## config.mk

```make
export PLATFORM = sky130hd
export DESIGN_NAME = raccoon_ram_arb
export DESIGN_NICKNAME = d
export VERILOG_FILES = /design/src/rtl/raccoon_pkg.sv /design/src/rtl/raccoon_starve_cnt.sv /design/src/rtl/raccoon_ram_arb.sv
export SDC_FILE = /design/constraint.sdc
export NUM_CORES = 1
export LEC_CHECK = 0
export ABC_AREA = 1
export CELL_PAD_IN_SITES_DETAIL_PLACEMENT = 0
export CELL_PAD_IN_SITES_GLOBAL_PLACEMENT = 1
export CORE_UTILIZATION = 30
export DETAILED_ROUTE_END_ITERATION = 12
export GPL_ROUTABILITY_DRIVEN = 0
export PLACE_DENSITY = 0.85
export SYNTH_ARGS = -nofsm -noshare
export SYNTH_HDL_FRONTEND = slang
export SYNTH_SLANG_ARGS = --single-unit
```

## constraint.sdc

```tcl
create_clock -name CLK -period 3.3 [get_ports CLK]
set_clock_uncertainty 0.2 [all_clocks]
set_input_delay 0.66 -clock CLK [delete_from_list [all_inputs] [get_ports CLK]]
set_output_delay 0.66 -clock CLK [all_outputs]
set_load 0.02 [all_outputs]
```

## src/rtl/raccoon_pkg.sv

```systemverilog
// Shared Raccoon ring definitions: beat layout, type encodings and address-hit helper.
package raccoon_pkg;

    localparam int unsigned RACC_W = 80;
    localparam int unsigned ADDR_W = 32;
    localparam int unsigned DATA_W = 32;
    localparam int unsigned MASK_W = 4;
    localparam int unsigned TAG_W  = 12;
    localparam int unsigned CNT_W  = 8;

    localparam logic [1:0] RACC_TYPE_REQ = 2'b00;
    localparam logic [1:0] RACC_TYPE_RSP = 2'b10;

    // Field order fixes the bit positions: valid[79] write[78] type[77:76] tag[75:64] data[63:32] addr[31:0].
    typedef struct packed {
        logic                     valid;
        logic                     write;
        logic [1:0]               kind;
        logic [TAG_W-MASK_W-1:0]  attr;
        logic [MASK_W-1:0]        mask;
        logic [DATA_W-1:0]        data;
        logic [ADDR_W-1:0]        addr;
    } racc_beat_t;

    function automatic logic racc_is_hit(
        input racc_beat_t        beat,
        input logic [ADDR_W-1:0] addr_mask,
        input logic [ADDR_W-1:0] addr_base
    );
        return beat.valid && (beat.kind == RACC_TYPE_REQ)
            && ((beat.addr & addr_mask) == (addr_base & addr_mask));
    endfunction

endpackage

```

## src/rtl/raccoon_starve_cnt.sv

```systemverilog
// Saturating count of cycles the waiting local requester lost to a Raccoon hit.
module raccoon_starve_cnt
    import raccoon_pkg::*;
#(
    parameter int unsigned LIMIT = 8
) (
    input  logic CLK,
    input  logic RST,
    input  logic lcl_req,
    input  logic lcl_gnt,
    input  logic racc_hit,
    output logic at_limit_c
);

    localparam logic [CNT_W-1:0] LIMIT_C = CNT_W'(LIMIT);

    logic [CNT_W-1:0] cnt;

    always_ff @(posedge CLK) begin
        if (!RST || !lcl_req || lcl_gnt) begin
            cnt <= '0;
        end else if (racc_hit && (cnt != LIMIT_C)) begin
            cnt <= cnt + CNT_W'(1);
        end
    end

    assign at_limit_c = (cnt == LIMIT_C);

endmodule

```

## src/rtl/raccoon_ram_arb.sv

```systemverilog
// Shares one RAM port between Raccoon ring requests and a local requester; ring latency is a fixed 3 cycles.
module raccoon_ram_arb
    import raccoon_pkg::*;
#(
    parameter logic [ADDR_W-1:0] ADDR_MASK    = 32'hFFFF0000,
    parameter logic [ADDR_W-1:0] ADDR_BASE    = 32'h00010000,
    parameter int unsigned       STARVE_LIMIT = 8
) (
    input  logic              CLK,
    input  logic              RST,
    input  logic [RACC_W-1:0] RaccIn,
    output logic [RACC_W-1:0] RaccOut,
    input  logic              LCL_REQ,
    input  logic              LCL_WE,
    input  logic [ADDR_W-1:0] LCL_ADDR,
    input  logic [MASK_W-1:0] LCL_MASK,
    input  logic [DATA_W-1:0] LCL_WR_DATA,
    output logic              LCL_GNT,
    output logic              LCL_RD_VALID,
    output logic [DATA_W-1:0] LCL_RD_DATA,
    output logic              CS,
    output logic              WE,
    output logic [ADDR_W-1:0] ADDR,
    output logic [MASK_W-1:0] MASK,
    output logic [DATA_W-1:0] WR_DATA,
    input  logic [DATA_W-1:0] RD_DATA
);

    racc_beat_t din;
    racc_beat_t din_d1;
    racc_beat_t racc_rsp;
    logic       win_d1;
    logic       rd_valid;
    logic       racc_hit;
    logic       racc_win;
    logic       lcl_gnt;
    logic       starve_sat;

    assign racc_hit = racc_is_hit(din, ADDR_MASK, ADDR_BASE);

    raccoon_starve_cnt #(
        .LIMIT      (STARVE_LIMIT)
    ) u_starve_cnt (
        .CLK        (CLK),
        .RST        (RST),
        .lcl_req    (LCL_REQ),
        .lcl_gnt    (lcl_gnt),
        .racc_hit   (racc_hit),
        .at_limit_c (starve_sat)
    );

    // Local wins when the ring has nothing for us or has starved it long enough; reset blocks both.
    assign lcl_gnt  = RST && LCL_REQ && (!racc_hit || starve_sat);
    assign racc_win = RST && racc_hit && !lcl_gnt;
    assign LCL_GNT  = lcl_gnt;

    always_comb begin
        CS      = racc_win || lcl_gnt;
        WE      = LCL_WE;
        ADDR    = LCL_ADDR;
        MASK    = LCL_MASK;
        WR_DATA = LCL_WR_DATA;
        if (racc_win) begin
            WE      = din.write;
            ADDR    = din.addr;
            MASK    = din.mask;
            WR_DATA = din.data;
        end
    end

    // Serviced beats turn into responses carrying the RAM word; writes answer the same way as reads.
    always_comb begin
        racc_rsp      = din_d1;
        racc_rsp.kind = RACC_TYPE_RSP;
        racc_rsp.data = RD_DATA;
    end

    always_ff @(posedge CLK) begin
        if (!RST) begin
            din      <= '0;
            din_d1   <= '0;
            win_d1   <= 1'b0;
            RaccOut  <= '0;
            rd_valid <= 1'b0;
        end else begin
            din      <= racc_beat_t'(RaccIn);
            din_d1   <= din;
            win_d1   <= racc_win;
            RaccOut  <= win_d1 ? racc_rsp : din_d1;
            rd_valid <= lcl_gnt && !LCL_WE;
        end
    end

    assign LCL_RD_VALID = rd_valid;
    assign LCL_RD_DATA  = RD_DATA;

endmodule

```

==> results of run 1 <==
## worst max-delay path by stage
stage	slack, ns	depth (start not counted)	from	to
after floorplan	0.93	6	RST	WR_DATA[0]
after global placement	-0.08	7	LCL_REQ	WE
after detailed placement	-0.12	7	LCL_REQ	ADDR[10]
after CTS	0.004	12	u_starve_cnt.cnt[0]	WR_DATA[0]
after global routing	0.0006	11	u_starve_cnt.cnt[0]	ADDR[18]
final	0.12	11	u_starve_cnt.cnt[0]	ADDR[28]
## power by group
| group | internal (mW) | switching [mW] | total (mW) | leakage, nW |
|---|---|---|---|---|
| combinational | 0.375 | 0.339 | 0.713 | 4.65 |
| clock | 1.88 | 1.24 | 3.13 | 0.463 |
| sequential | 3.14 | 0.0433 | 3.18 | 2.06 |
## critical path, stage by stage, from the launching register on
cell and delay, ns:
dfxtp_2 0.33, inv_1 0.06, ha_1 0.14, inv_1 0.04, nor2_1 0.12, nand2_2 0.11, o211ai_4 0.21, buf_12 0.15
clkbuf_16 0.20, nand2_1 0.06, inv_1 0.05, clkdlybuf4s15_1 0.30
## layout by cell type, fill, tap and decap left out, types with 2 or more instances in the layout
cell type,synthesis,final
clkinvlp_4,0,2
clkbuf_8,0,7
nand3_1,58,58
clkbuf_1,26,4
xor2_1,2,2
o21ai_0,33,33
clkbuf_2,0,26
nand2_1,344,343
buf_4,32,9
clkinv_2,0,2
buf_2,19,11
inv_1,239,239
ha_1,2,2
nor2_2,2,3
nand4_1,2,2
dfxtp_2,0,2
inv_2,3,3
nor3_1,2,2
inv_6,0,2
dlygate4sd2_1,0,2
or2_1,2,2
clkbuf_16,0,29
bufinv_16,0,2
clkdlybuf4s15_1,0,26
nor2_4,1,2
dfxtp_1,250,248
nor2_1,91,89
buf_12,0,7
clkdlybuf4s50_1,0,296
## metal layers
layer  vias up  wire, µm  track usage [%]
met5         -         0                0
met4         0       497             5.12
met3        38      1780             3.57
met2       247     12100             28.7
met1      3266     10100             18.7
li1       3835         -                -
## repair_timing
item,in CTS,in global routing
setup buffers,1,1
pin swaps,2,2
hold buffers,0,0
gates cloned,1,1
resized for setup,121,84
setup endpoints to repair,70,56
## stage by stage
| step | setup slack, ns | std cells | util [%] | setup TNS, ns | instance area (µm²) |
|---|---|---|---|---|---|
| CTS | 0.00414 | 1845 | 47.5 | 0 | 13300 |
| global placement | -0.0793 | 1793 | 44.3 | -3.00 | 12400 |
| detailed placement | -0.123 | 1793 | 44.3 | -3.87 | 12400 |
| global route | 0.000619 | 1846 | 47.3 | 0 | 13300 |
| floorplan | 0.933 | 1119 | - | 0 | 8640 |
| finish | 0.121 | 1846 | 47.3 | 0 | 13300 |
## cell type report
cell class                      count  area [µm²]  share of cell area (%)
Clock buffer                       39         812                    6.11
Inverter                          242         908                    6.83
Sequential cell                   250        5010                    37.7
Clock inverter                     11         139                    1.04
Multi-Input combinational cell    545        2260                    17.0
Tap cell                          378         473                    3.56
Timing Repair Buffer              381        3690                    27.8
## cell families after synthesis
family	count (synthesis)	synth area share, %
buffers and inverters	324	16.2
xor gates and xnor gates	3	0.304
AOI/OAI and AO/OA	36	2.19
adders and majority gates	2	0.290
and+or+nand+nor	504	23.1
DFF	250	57.9
## flip-flops by register name, summed over array words and instances (netlist names)
register / flops
LCL_RD_VALID: 1
RaccOut: 80
din: 80
din_d1: 80
u_starve_cnt.cnt: 8
win_d1: 1
==> impl_metrics.env, run 1 <==
export IMPL_htree_levels=1
export IMPL_antenna_found_initial=0
export IMPL_wl_per_cell_um=13.3
export IMPL_holdWs_ns=0.148
export IMPL_maxSlewViolCount=0
export IMPL_vias=7386
export IMPL_layout_drive_gt1_share_pct=7.90
export IMPL_cp_required_ns=2.44
export IMPL_grt_pass1_vias=7071
export IMPL_syn_area_um2=8640
export IMPL_synth_seq_cells=250
export IMPL_grt_start_max_net_pins=76
export IMPL_cts_sinks=250
export IMPL_clk_pin_slew_ns=0.06
export IMPL_final_nets=1634
export IMPL_synthFlopType="dfxtp_1"
export IMPL_critPathArrivalTime_ns=2.32
export IMPL_drt_initial_drc_count=353
export IMPL_postRouteAntennaNets=0
export IMPL_tightestPinTransition_ns=1.04
export IMPL_dieHeight_um=172
export IMPL_worstSetupPathType="flop to primary output"
export IMPL_fin_crit_ns=3.18
export IMPL_r2r_end="RaccOut[43]"
export IMPL_cp_max_fo=23
export IMPL_viasPerCell=4.00
export IMPL_nFillCells=2761
export IMPL_diodes=0
export IMPL_synth_area_top_cells="dfxtp_1, nand2_1, inv_1"
export IMPL_status="finished, final reports clean"
export IMPL_leakage_nw=7.17
export IMPL_drtPass1Iterations=6
export IMPL_die_w_um=172
export IMPL_hold_viol=0
export IMPL_synth_top_area_cell="dfxtp_1"
export IMPL_track_usage_pct=16.0
export IMPL_synth_cell_types=24
export IMPL_worst_r2r_path_depth=4
export IMPL_syn_instance_count=1119
export IMPL_io_buffer_count=367
export IMPL_fp_row_count=61
export IMPL_die_area_um2=29500
export IMPL_power_density_nw_per_um2=528
export IMPL_grt_pass1_wl_mm=36.7
export IMPL_avgSynthCellArea_um2=7.72
export IMPL_min_path_type="input port to flop"
export IMPL_netlist_area_leader_share_pct=57.9
export IMPL_async_flop_share_pct=0
export IMPL_setup_viol=0
export IMPL_whs_endpoint="din[63]"
export IMPL_max_freq_ghz=0.315
export IMPL_r2r_slack_ns=1.35
export IMPL_holdPathStages=3
export IMPL_synth_edf_count=0
export IMPL_ys_seq_area_share_pct=57.9
export IMPL_synthesis_nets=1305
export IMPL_routed_wl_mm=24.5
export IMPL_holdCritStartpoint="RST"
export IMPL_cts_buffers=28
export IMPL_hpwl_mm=17.6
export IMPL_boundaryPins=368
export IMPL_cap_violations=0
export IMPL_start_kind="flop"
export IMPL_grt_ovfl_total=0
export IMPL_drc_errors=0
export IMPL_reg2reg_from="win_d1"
export IMPL_rsz0062_at_grt="no"
export IMPL_cts_tree="yes"
export IMPL_yosys_warnings=0
export IMPL_slew_limit_headroom_pct=30.9
export IMPL_clk_path_buf_depth=3
export IMPL_synth_most_common_cell="nand2_1"
export IMPL_core_area_um2=28100
export IMPL_post_route_period_util_pct=96.3
export IMPL_crit_path_end_kind="primary output"
export IMPL_ys_top_cells_by_count="nand2_1, dfxtp_1, inv_1"
export IMPL_clock_latency_ns=0.53
export IMPL_power_total_mw=7.02
export IMPL_syn2layout_area_growth_pct=53.9
export IMPL_initial_core_util_pct=30.8
export IMPL_cts_root_buf="clkbuf_16"
export IMPL_vdd_ir_drop_worst_mv=0.283
Power figures use the tool's default switching activity.
==> run 2, diff against run 1 <==
--- a/config.mk
+++ b/config.mk
@@ -8,10 +8,11 @@
 export ABC_AREA = 1
 export CELL_PAD_IN_SITES_DETAIL_PLACEMENT = 0
 export CELL_PAD_IN_SITES_GLOBAL_PLACEMENT = 1
-export CORE_UTILIZATION = 30
+export CORE_UTILIZATION = 27
 export DETAILED_ROUTE_END_ITERATION = 12
 export GPL_ROUTABILITY_DRIVEN = 0
-export PLACE_DENSITY = 0.85
+export PLACE_DENSITY = 0.81
+export SETUP_SLACK_MARGIN = 0.4
 export SYNTH_ARGS = -nofsm -noshare
 export SYNTH_HDL_FRONTEND = slang
 export SYNTH_SLANG_ARGS = --single-unit
==> constraint.sdc (replaced) <==
create_clock -name CLK -period 2.8 [get_ports CLK]
set_clock_uncertainty 0.2 [all_clocks]
set_input_delay 0.56 -clock CLK [delete_from_list [all_inputs] [get_ports CLK]]
set_output_delay 0.56 -clock CLK [all_outputs]
set_load 0.02 [all_outputs]
==> impl_metrics.env, run 2 (synthesis gave the netlist of run 1 again) <==
export IMPL_clockPowerShare_pct=42.1
export IMPL_grt_start_max_net_pins=88
export IMPL_fin_area_um2=14700
export IMPL_htree_levels=1
export IMPL_clk_pin_slew_ns=0.06
export IMPL_cts_tree="yes"
export IMPL_final_nets=1678
export IMPL_routed_wl_mm=28.3
export IMPL_r2r_end="win_d1"
export IMPL_nFillCells=3067
export IMPL_io_buffer_count=367
export IMPL_hpwl_mm=17.9
export IMPL_grt_ovfl_total=0
export IMPL_worstSetupPathType="flop to primary output"
export IMPL_cts_buffers=26
export IMPL_grt_pass1_vias=7680
export IMPL_critPathCapture="WR_DATA[26]"
export IMPL_postLayoutCoreUtil_pct=46.7
export IMPL_drt_initial_drc_count=305
export IMPL_grt_pass1_wl_mm=43.0
export IMPL_fin_crit_ns=3.15
export IMPL_postCtsHoldBufs=0
export IMPL_min_path_type="input port to flop"
export IMPL_postRouteAntennaNets=0
export IMPL_cap_violations=0
export IMPL_p_sw_share_pct=23.6
export IMPL_clock_latency_ns=0.52
export IMPL_failed_checks="setup timing"
export IMPL_wl_per_cell_um=14.8
export IMPL_die_w_um=181
export IMPL_dieHeight_um=181
export IMPL_mostFrequentLayoutCell="clkdlybuf4s50_1"
export IMPL_antenna_found_initial=0
export IMPL_clk_path_buf_depth=3
export IMPL_cp_max_fo=7
export IMPL_boundaryPins=368
export IMPL_reg_largest_list="RaccOut (80), din (80), din_d1 (80)"
export IMPL_viasPerCell=4.01
export IMPL_pwr_share_comb_pct=12.0
export IMPL_final_cell_mix="clkdlybuf4s50_1, nand2_1, dfxtp_1"
export IMPL_layout_drive_gt1_share_pct=21.0
export IMPL_initial_core_util_pct=27.4
export IMPL_drc_errors=0
export IMPL_core_area_um2=31500
export IMPL_power_density_nw_per_um2=556
export IMPL_reg2reg_from="din[19]"
export IMPL_post_route_period_util_pct=113
export IMPL_setup_viol=70
export IMPL_crit_path_end_kind="primary output"
export IMPL_hold_viol=0
export IMPL_critPathArrivalTime_ns=2.39
export IMPL_tightestPinTransition_ns=1.01
export IMPL_die_area_um2=32700
export IMPL_rsz0062_at_grt="yes"
export IMPL_dpl_cell_area_um2=12600
export IMPL_p_int_mw=6.24
export IMPL_cts_sinks=250
export IMPL_status="complete, but fails checks"
export IMPL_maxSlewViolCount=0
export IMPL_dpl_worst_slack_ns=-0.360
export IMPL_diodes=0
export IMPL_cts_root_buf="clkbuf_16"
export IMPL_leakage_nw=7.66
export IMPL_worst_r2r_path_depth=10
export IMPL_slew_limit_headroom_pct=32.5
export IMPL_syn2layout_area_growth_pct=70.3
export IMPL_start_kind="flop"
export IMPL_seqPwrFrac_pct=45.9
export IMPL_r2r_slack_ns=0.82
export IMPL_holdWs_ns=0.173
export IMPL_vias=7680
export IMPL_layout_setup_ws_ns=-0.354
export IMPL_max_freq_ghz=0.317
export IMPL_fp_row_count=65
export IMPL_cp_required_ns=2.04
export IMPL_drtPass1Iterations=5
export IMPL_vdd_ir_drop_worst_mv=0.353
export IMPL_power_total_mw=8.17
export IMPL_track_usage_pct=17.1
export IMPL_startpoint="din[19]"
export IMPL_switching_power_mw=1.93
[run 2: cell count changes in the layout (fill, tap and decap cells not counted), sizes merged]
cell / change
dlymetal6s2s: -1
clkdlybuf4s15: -27
buf: +104
bufinv: -1
clkinv: +1
clkdlybuf4s50: -33
dlygate4sd2: +30
clkbuf: -29
inv: -1
[run 2: repair_timing]
action,in CTS,in global routing
gates cloned,12,0
buffers inserted,17,3
resized for setup,606,73
pin swaps,17,17
endpoints found under the setup margin,103,71
[run 2: worst min path at each step]
| stage | startpoint | to | slack (ns) | depth (start not counted) |
|---|---|---|---|---|
| after global routing | RST | RaccOut[77] | 0.21 | 3 |
| after global placement | din_d1[71] | RaccOut[71] | 0.19 | 2 |
| after floorplan | din_d1[0] | RaccOut[0] | 0.19 | 2 |
| after detailed placement | din[72] | din_d1[72] | 0.20 | 2 |
| final | RST | RaccOut[77] | 0.17 | 3 |
| after CTS | RST | RaccOut[77] | 0.16 | 3 |
[run 2: critical path, cell delays in order (launching register included)]
cell and delay [ns]:
dfxtp_1 0.31, nor2_2 0.15, buf_4 0.12, nand4_1 0.19, nor2_4 0.21, o211ai_4 0.12, buf_8 0.15, buf_6 0.11
buf_12 0.11, buf_16 0.15, nand2_2 0.06, nand2_2 0.05, buf_6 0.12
[run 2: routing by layer]
layer	track usage, %	part of all wire, %	vias up
li1	-	-	3929
met1	19.3	40	3440
met2	31.5	51	266
met3	3.95	6.6	45
met4	5.13	2.5	0
met5	0	0	-
[run 2: through the flow]
stage | setup TNS (ns) | cells
finish | -16.79 | 1913
global route | -24.63 | 1913
CTS | -15.63 | 1910
detailed placement | -22.03 | 1834
global placement | -22.10 | 1834
floorplan | 0 | 1119
[run 2: final cells by class]
type,instances,area [µm²],share of cell area [%]
timing repair buffer,427,4580,31.1
clock buffer,37,773,5.26
sequential,250,5010,34.1
tap,402,503,3.42
multi-input combinational,545,2850,19.4
inverter,242,911,6.19
clock inverter,10,87.6,0.595
[run 2: power by group through the flow]
stage               clock network (mW)  logic (mW)  registers [mW]
floorplan                            0       0.340            3.85
global placement                     0       0.885            3.82
detailed placement                   0       0.890            3.83
CTS                               3.55       0.958            3.75
global route                      3.71        1.06            3.77
finish                            3.44       0.983            3.75
